<file path="src/rtl/fd_reg.sv">
// F/D pipeline register: latches fetch PC/instruction, flags
// fetch address errors (AdEL), delay-slot bit and a debug fetch count.
module fd_reg #(
  parameter logic [31:0] IM_BASE    = 32'h0000_3000,
  parameter logic [31:0] IM_END     = 32'h0000_6FFC,
  parameter logic [31:0] HANDLER_PC = 32'h0000_4180,
  parameter logic [4:0]  EXC_ADEL   = 5'd4
) (
  input  logic        clk,
  input  logic        reset,
  input  logic        req,
  input  logic        en,
  input  logic [31:0] f_pc,
  input  logic [31:0] f_instr,
  input  logic        f_bd,
  output logic [31:0] d_pc,
  output logic [31:0] d_instr,
  output logic [4:0]  d_exccode,
  output logic        d_bd,
  output logic        d_valid,
  output logic [31:0] fetch_cnt
);

  logic adel;

  assign adel = (f_pc[1:0] != 2'b00)
              | (f_pc < IM_BASE)
              | (f_pc > IM_END);

  // Flush parks d_pc on the handler so the visible PC stays there
  // while the bubble drains; fetch_cnt only counts real packets.
  always_ff @(posedge clk) begin
    if (reset) begin
      d_pc      <= IM_BASE;
      d_instr   <= 32'd0;
      d_exccode <= 5'd0;
      d_bd      <= 1'b0;
      d_valid   <= 1'b0;
      fetch_cnt <= 32'd0;
    end else if (req) begin
      d_pc      <= HANDLER_PC;
      d_instr   <= 32'd0;
      d_exccode <= 5'd0;
      d_bd      <= 1'b0;
      d_valid   <= 1'b0;
    end else if (en) begin
      d_pc      <= f_pc;
      d_instr   <= adel ? 32'd0 : f_instr;
      d_exccode <= adel ? EXC_ADEL : 5'd0;
      d_bd      <= f_bd;
      d_valid   <= 1'b1;
      fetch_cnt <= fetch_cnt + 32'd1;
    end
  end

endmodule

</file>
<file path="config.mk">
export PLATFORM = sky130hd
export DESIGN_NAME = fd_reg
export DESIGN_NICKNAME = d
export VERILOG_FILES = /design/src/rtl/fd_reg.sv
export SDC_FILE = /design/constraint.sdc
export NUM_CORES = 1
export LEC_CHECK = 0
export ABC_AREA = 1
export CORE_UTILIZATION = 35
export CTS_BUF_LIST = sky130_fd_sc_hd__clkbuf_8
export DETAILED_ROUTE_END_ITERATION = 8
export DONT_BUFFER_PORTS = 1
export PLACE_DENSITY = 0.53
export SKIP_CTS_REPAIR_TIMING = 1
export SYNTH_ARGS = -nofsm -noshare
export SYNTH_HDL_FRONTEND = slang
export SYNTH_SLANG_ARGS = --single-unit
export TNS_END_PERCENT = 100
</file>
<file path="constraint.sdc">
create_clock -name clk -period 2.06 [get_ports clk]
set_clock_uncertainty 0.05 [all_clocks]
set_input_delay 0.309 -clock clk [delete_from_list [all_inputs] [get_ports clk]]
set_output_delay 0.309 -clock clk [all_outputs]
set_load 0.02 [all_outputs]
</file>
* After elaboration in Yosys (flattened, before gate mapping)
Cells that the tools add are included.
** Storage, ports and cells
- Bits in registers :: 103
- Bits of input ports :: 69
- Output and inout bits :: 103
- Logic and storage cells :: 21
** Operators by class
- Multiplexer cells :: 4
- Magnitude comparators :: 2
- Bitwise logic cells :: 3
- Reductions and logical operators :: 4
- Add/subtract/negate cells :: 1
** Operator list (count)
- $add A32 B1 Y32 const B :: 1
- $gt A32 B15 Y1 const B :: 1
- $lt A32 B14 Y1 const B :: 1
- $mux W32 :: 1
- $mux W15 :: 2
- $reduce_bool A2 Y1 :: 2
- $mux W3 :: 1
- $or A1 B1 Y1 :: 2
- $reduce_and A2 Y1 :: 1
- $reduce_or A2 Y1 :: 1
- $not A1 Y1 :: 1

* Depth between registers and ports, before layout
Gate-level depths: netlist of the first run.
- Depth in word-level cells :: 4
- Gate-level depth with buffers :: 9
- Depth with buffers taken out :: 9

* Worst setup path before layout of the first run
No wires, ideal clock.
- Path type :: reg-to-reg
- Start :: register fetch_cnt[0]
- End :: register fetch_cnt[20]
- Path buffers :: 0
- Path slack :: 0.494 ns
- Stages on the path, launching flop included :: 9
- Clock period less this slack :: 1.566 ns
- Data required time :: 1.878 ns
- Setup time :: 0.132 ns
- Data arrival time :: 1.385 ns
- Cell sequence :: dfxtp_1 ha_1 inv_1 nor2_2 nand2_1 nor2_4 nand3_1 nor2_1 nor3b_2
** Between the ends
- Longest elaborated chain between the ends :: 1
** RTL lines
- start, declared :: line 21 : output logic [31:0] fetch_cnt
- start signal, assigned :: line 52 : fetch_cnt <= fetch_cnt + 32'd1;
- $add A32 B1 Y32 :: line 52
Every way passes these cells.
A chain may end at the register's enable or synchronous reset.

* Final worst setup path of the first run
- Start :: register fetch_cnt[10]
- End :: register fetch_cnt[20]
The elaborated chain is that of the path after synthesis.

==> results of run 1 <==
## cells in the mapped netlist, drive strengths merged
cell / number
buf: 16
ha: 1
inv: 42
xnor2: 2
dfxtp: 99
nor3: 8
clkbuf: 11
conb: 1
xor2: 1
a31oi: 1
a211oi: 2
nand2: 190
o21bai: 1
nor3b: 3
nor2: 69
a221o: 2
nand3: 22
o21ai: 14
nand4: 13
a21oi: 76
o21ba: 2
## worst register-to-register path: cells and delay by family (launching register included)
family        cells  cell delay [ns]
simple gates      7             0.94
flops             1             0.53
## state kept, by name, indices dropped and copies added (netlist names)
name       cells
d_bd           1
d_exccode      1
d_instr       32
d_pc          32
d_valid        1
fetch_cnt     32
## final timing paths
kind / to / slack, ns / cells after the start
min: d_instr[1] / 0.01 / 2
min reg2reg: d_pc[29] / 0.52 / 2
max: fetch_cnt[20] / 0.41 / 7
max reg2reg: fetch_cnt[20] / 0.41 / 7
## final cells by class
cell class,instances,area (um^2),share of cell area (%)
Tap cell,143,179,3.85
Clock inverter,7,97.6,2.10
Sequential cell,99,1980,42.7
Inverter,42,160,3.45
Multi-Input combinational cell,411,1960,42.2
Clock buffer,9,124,2.67
Timing Repair Buffer,16,143,3.07
## metal layers
metal | wire length, um | global-route usage, %
met1 | 4320 | 19.0
met2 | 5050 | 29.0
met3 | 1120 | 5.83
met4 | 245 | 7.38
met5 | 0 | 0
## metrics by stage
stage / power (uW) / hold WS, ns
finish: 3600 / 0.0120
global placement: 2240 / 0.332
floorplan: 2230 / 0.337
CTS: 3650 / -0.0826
detailed placement: 2240 / 0.334
global route: 3750 / 0.00167
## logic make-up after synthesis
logic type,Yosys count
other,1
xor gates and xnor gates,3
AOI/OAI and AO/OA,98
adders and majority gates,1
and+or+nand+nor,305
DFF,99
buffers and inverters,69
## report_power, final
group          total (uW)  switching, uW  internal, uW
registers            2030           76.0          1950
clock network        1390            704           690
logic                 179            116          63.0
total                3600            896          2710
==> results by group, run 1 <==
Clock network
  • Clock root buffer: clkbuf_8
  • Htree depth: 3
  • Worst-path clk slew: 0.09 ns
  • Worst-Skew Late Latency: 0.38 ns
  • TritonCTS Sinks: 99
  • Clock buffer depth: 2
  • Num CTS Buffers: 9
  • CTS tree: built

Hold path
  • HP Start: en
  • Worst Hold Class: input pin to flip-flop

Run status
  • Failing checks: DRC
  • Status: finished, violations left

Synth
  • Post-synthesis xor/xnor area fraction: 0.619%
  • Synth Area in Simple Gates: 32.5%
  • Adder-Cell Fraction of Synth Area: 0.295%
  • Share of Yosys cell area claimed by the top area cell type: 46.7%
  • Cell variety after synth: 36
  • Multiplexer area fraction after synthesis: 0%
  • Syn_area_per_cell: 7.37 um^2
  • Synth Cell Area: 4250 um^2
  • Post-synthesis sequential element count: 99
  • Synth Area in Compound Gates: 12.3%
  • Ranking of synthesized cells by area: dfxtp_1 47%, nand2_1 16%, a21oi_1 9.0%
  • Cells after Synth: 576
  • Synth area leader: dfxtp_1
  • YS warnings: 0
  • Register area share after synthesis: 46.7%
  • Largest family of logic cells by synthesized area: simple AND/OR/NAND/NOR gates

Detailed routing
  • Detailed-route via count: 3603
  • Pre-Repair DR Iteration Count: 6
  • Via-to-Cell Ratio: 4.96
  • DR DRC count: 20
  • DRT Wirelength: 10.7 mm
  • Starting DRC count in detailed routing: 177
  • Wire per inst: 14.8 um
  • Final ANT Viol Nets: 0

Final layout
  • Final Instance Count excl. Fillers: 727
  • Cell area after layout: 4640 um^2
  • Fin util: 40.0%
  • Commonest non-fill, non-tap cell in the layout: nand2_1
  • Nets: 649
  • Ant diodes: 0
  • Syn-to-layout area delta: 9.31%
  • Layout cells sized above 1: 10.8%
  • FILL cells: 1217
  • Most frequent cells in the layout: 185 x nand2_1, 99 x dfxtp_1, 76 x a21oi_1

Worst setup path
  • Worst EP arrival: 1.85 ns
  • Launching point of the worst reg2reg path: fetch_cnt[10]
  • Critical path endpoint category: flip-flop
  • Setup CP Type: flip-flop to flip-flop
  • Crit-path leading delay family: simple AND/OR/NAND/NOR gates
  • Worst Setup Start Kind: flip-flop
  • CP Max Fanout: 6
  • Buffers and inverters on the worst path: 0
  • Worst-path cell chain: nand2_1 > nor2_4 > nand2_1 > nor2_4 > nand3_1 > nor2_1 > nor3b_2
  • CP peak stage delay: 0.53 ns
  • Critical path origin: fetch_cnt[10]
  • Critical path's slowest cell: dfxtp_1
  • CP required: 2.25 ns

Placed design
  • # port buffers: 0
  • Worst setup slack after placement: 0.430 ns
  • Dpl cell area: 4380 um^2
  • Post-detail-place hpwl: 7.75 mm
  • Placer's final routability congestion estimate: 0.879
  • Placed cell count: 707

Die
  • Die width: 112 um
  • Std cell rows: 39
  • Die extent in y: 112 um
  • Starting density of the core: 36.6%
  • Num ports: 172
  • Die area: 12600 um^2
  • Placeable Area: 11600 um^2

Timing
  • Worst slew pin tran: 0.888 ns
  • RSZ-0062 raised after global routing: no
  • Slew margin rel.: 40.7%
  • Fmax: 605 MHz
  • # setup viols final: 0
  • Setup WS post-layout: 0.407 ns
  • Hold Fails Final Rpt: 0
  • Fin crit share: 80.2%
  • Setup TNS: 0 ns
  • Slew Limit Fails: 0
  • Min Tclk post-route: 1.65 ns

Global routing
  • Initial antenna violation count: 0
  • Largest net degree at the start of global routing: 72
  • Global-route wire length before repair: 16.9 mm
  • Total gr overflow: 0
  • Total Routing Usage GR: 16.9%
  • Vias in the first global route: 3472

Job
  • Max-cap check violation count: 0

Pwr
  • Maximum VDD drop: 274 uV
  • Pwr dens: 776 nW/um^2
  • Pleak: 0.00167 uW
Power figures use the tool's default switching activity.
==> inputs of run 2 (changes only) <==
==> constraint.sdc (replaced) <==
create_clock -name clk -period 1.7 [get_ports clk]
set_clock_uncertainty 0.05 [all_clocks]
set_input_delay 0.255 -clock clk [delete_from_list [all_inputs] [get_ports clk]]
set_output_delay 0.255 -clock clk [all_outputs]
set_load 0.02 [all_outputs]
==> results by group, run 2 (synthesized netlist as in run 1, its figures left out) <==
Run status
  • Status: finished, violations left
  • Failing checks: DRC, hold timing

Clock network
  • CTS tree: built
  • TritonCTS Sinks: 99 (unchanged)
  • Clock root buffer: clkbuf_8
  • Num CTS Buffers: 9 (unchanged)
  • Worst-path clk slew: 0.09 ns (about the same)
  • Htree depth: 3 (unchanged)
  • Worst-Skew Late Latency: 0.39 ns (about the same)
  • Clock buffer depth: 2 (unchanged)

Worst setup path
  • Worst Reg2Reg Path Length in Cells: 8 (+1)
  • Critical path's slowest cell: dlygate4sd3_1
  • Worst-path cell chain: dlygate4sd3_1 > inv_1 > nand3_1 > nor2_1 > nand2_1 > o21ai_2 > nand2_1 > buf_4 > a21oi_1
  • CP Max Fanout: 32 (+26)
  • CP peak stage delay: 0.56 ns (+0.03 ns)
  • Most common cell type on the critical path: nand2_1
  • Critical path endpoint category: flip-flop
  • CP required: 1.96 ns (-0.29 ns)
  • Worst EP arrival: 1.84 ns (about the same)
  • Worst Setup Start Kind: input pin
  • Setup CP Type: input pin to flip-flop

Timing
  • RSZ-0062 raised after global routing: no
  • Setup TNS: 0 ns (unchanged)
  • Slew margin rel.: 56.5% (+16 points)
  • # setup viols final: 0 (unchanged)
  • Fin crit share: 92.9%
  • Slew Limit Fails: 0 (unchanged)
  • Fin Hold WS: -0.0251 ns (-0.0371 ns)
  • Hold Fails Final Rpt: 3 (+3)
  • Min Tclk post-route: 1.58 ns
  • Worst slew pin tran: 0.650 ns (-0.238 ns)
  • Fmax: 633 MHz

Global routing
  • Largest net degree at the start of global routing: 72 (unchanged)
  • Total Routing Usage GR: 16.7% (-0.17 points)
  • Routing usage on met1: 20.3% (+1.3 points)
  • Vias in the first global route: 3364 (-3.1%)
  • Met2 Usage GRT: 26.7% (-2.4 points)
  • Met3 Resource Use GR: 6.26% (+0.43 points)
  • Layer with the highest usage: met2
  • Total gr overflow: 0 (unchanged)
  • Initial antenna violation count: 0 (unchanged)
  • Global-route wire length before repair: 16.5 mm (-1.9%)

Final layout
  • Largest regs: d_instr x32, d_pc x32, fetch_cnt x32
  • Layout cells sized above 1: 13.5% (+2.7 points)
  • Cell area after layout: 5430 um^2 (+17%)
  • Most frequent cells in the layout: 185 x nand2_1, 99 x dfxtp_1, 76 x a21oi_1
  • Commonest non-fill, non-tap cell in the layout: nand2_1
  • Fin util: 46.8% (+6.8 points)
  • Nets: 734 (+13%)
  • Final Instance Count excl. Fillers: 812 (+12%)
  • FILL cells: 1124 (-7.6%)
  • Ant diodes: 0 (unchanged)
  • Syn-to-layout area delta: 27.9%

Die
  • Num ports: 172 (unchanged)
  • Die extent in y: 112 um (unchanged)
  • Die area: 12600 um^2 (unchanged)
  • Die width: 112 um (unchanged)
  • Placeable Area: 11600 um^2 (unchanged)
  • Starting density of the core: 36.6% (unchanged)
  • Std cell rows: 39 (unchanged)

Hold path
  • Hold Path Depth: 2 (unchanged)
  • Worst Hold Class: input pin to flip-flop

Placed design
  • Dpl cell area: 4570 um^2 (+4.3%)
  • Placer's final routability congestion estimate: 0.842 (-4.3%)
  • # port buffers: 0 (unchanged)
  • Placed cell count: 732 (+3.5%)
  • Post-detail-place hpwl: 7.71 mm (-0.46%)

Detailed routing
  • DRT Wirelength: 11.4 mm (+6.5%)
  • Via-to-Cell Ratio: 4.89 (-1.3%)
  • Wire per inst: 14.1 um (-4.7%)
  • Pre-Repair DR Iteration Count: 6 (unchanged)
  • Starting DRC count in detailed routing: 256 (+45%)
  • DR DRC count: 20 (unchanged)
  • Final ANT Viol Nets: 0 (unchanged)
  • Detailed-route via count: 3970 (+10%)

Job
  • Max-cap check violation count: 0 (unchanged)

Pwr
  • Pwr dens: 809 nW/um^2 (+4.2%)
  • Maximum VDD drop: 362 uV (+32%)
  • Pleak: 0.00206 uW (+23%)
-- run 2: layout make-up --
type / instances / area [um^2] / share of cell area (%)
clock inverters: 7 / 77.6 / 1.43
flip-flops and latches: 99 / 1980 / 36.5
repair buffers: 101 / 948 / 17.5
inverters: 42 / 160 / 2.95
well taps: 143 / 179 / 3.29
clock buffers: 9 / 124 / 2.28
multi-input cells: 411 / 1960 / 36.1
-- run 2: metrics by stage --
step	setup slack [ns]	power, uW
global route	0.0131	4580
CTS	0.150	4290
floorplan	0.134	2700
detailed placement	0.175	2720
finish	0.121	4390
global placement	0.222	2710
-- run 2: per-layer routing --
layer	routed length, um	vias to the layer above	part of all wire, %
met5	0	-	0
met4	298	0	2.6
met3	1110	24	9.7
met2	5170	159	45
met1	4850	1773	42
li1	-	2014	-
-- run 2: path summary, 6_finish.rpt --
| check | slack (ns) | from | to |
|---|---|---|---|
| hold / removal | -0.03 | f_pc[1] | d_pc[1] |
| setup reg to reg | 0.14 | fetch_cnt[0] | fetch_cnt[26] |
| setup / recovery | 0.12 | f_pc[15] | d_instr[5] |
| hold reg to reg | 0.43 | fetch_cnt[5] | fetch_cnt[5] |
-- run 2: worst max-delay path, delay by kind of cell --
kind                   cells  cell delay, ns
AOI/OAI and AO/OA          2            0.34
buffers and inverters      3            0.88
and+or+nand+nor            4            0.35
-- run 2: power breakdown --
| part | total, uW | switching [uW] | internal [uW] |
|---|---|---|---|
| combinational | 362 | 187 | 175 |
| clock | 1570 | 880 | 690 |
| sequential | 2460 | 92.4 | 2370 |
==> inputs of run 3 (changes only) <==
--- a/config.mk
+++ b/config.mk
@@ -15,4 +15,4 @@
 export SYNTH_ARGS = -nofsm -noshare
 export SYNTH_HDL_FRONTEND = slang
 export SYNTH_SLANG_ARGS = --single-unit
-export TNS_END_PERCENT = 100
+export TNS_END_PERCENT = 10
==> results of run 3 <==
Same layout as run 2: the final DEF is identical, and so are final timing and power.
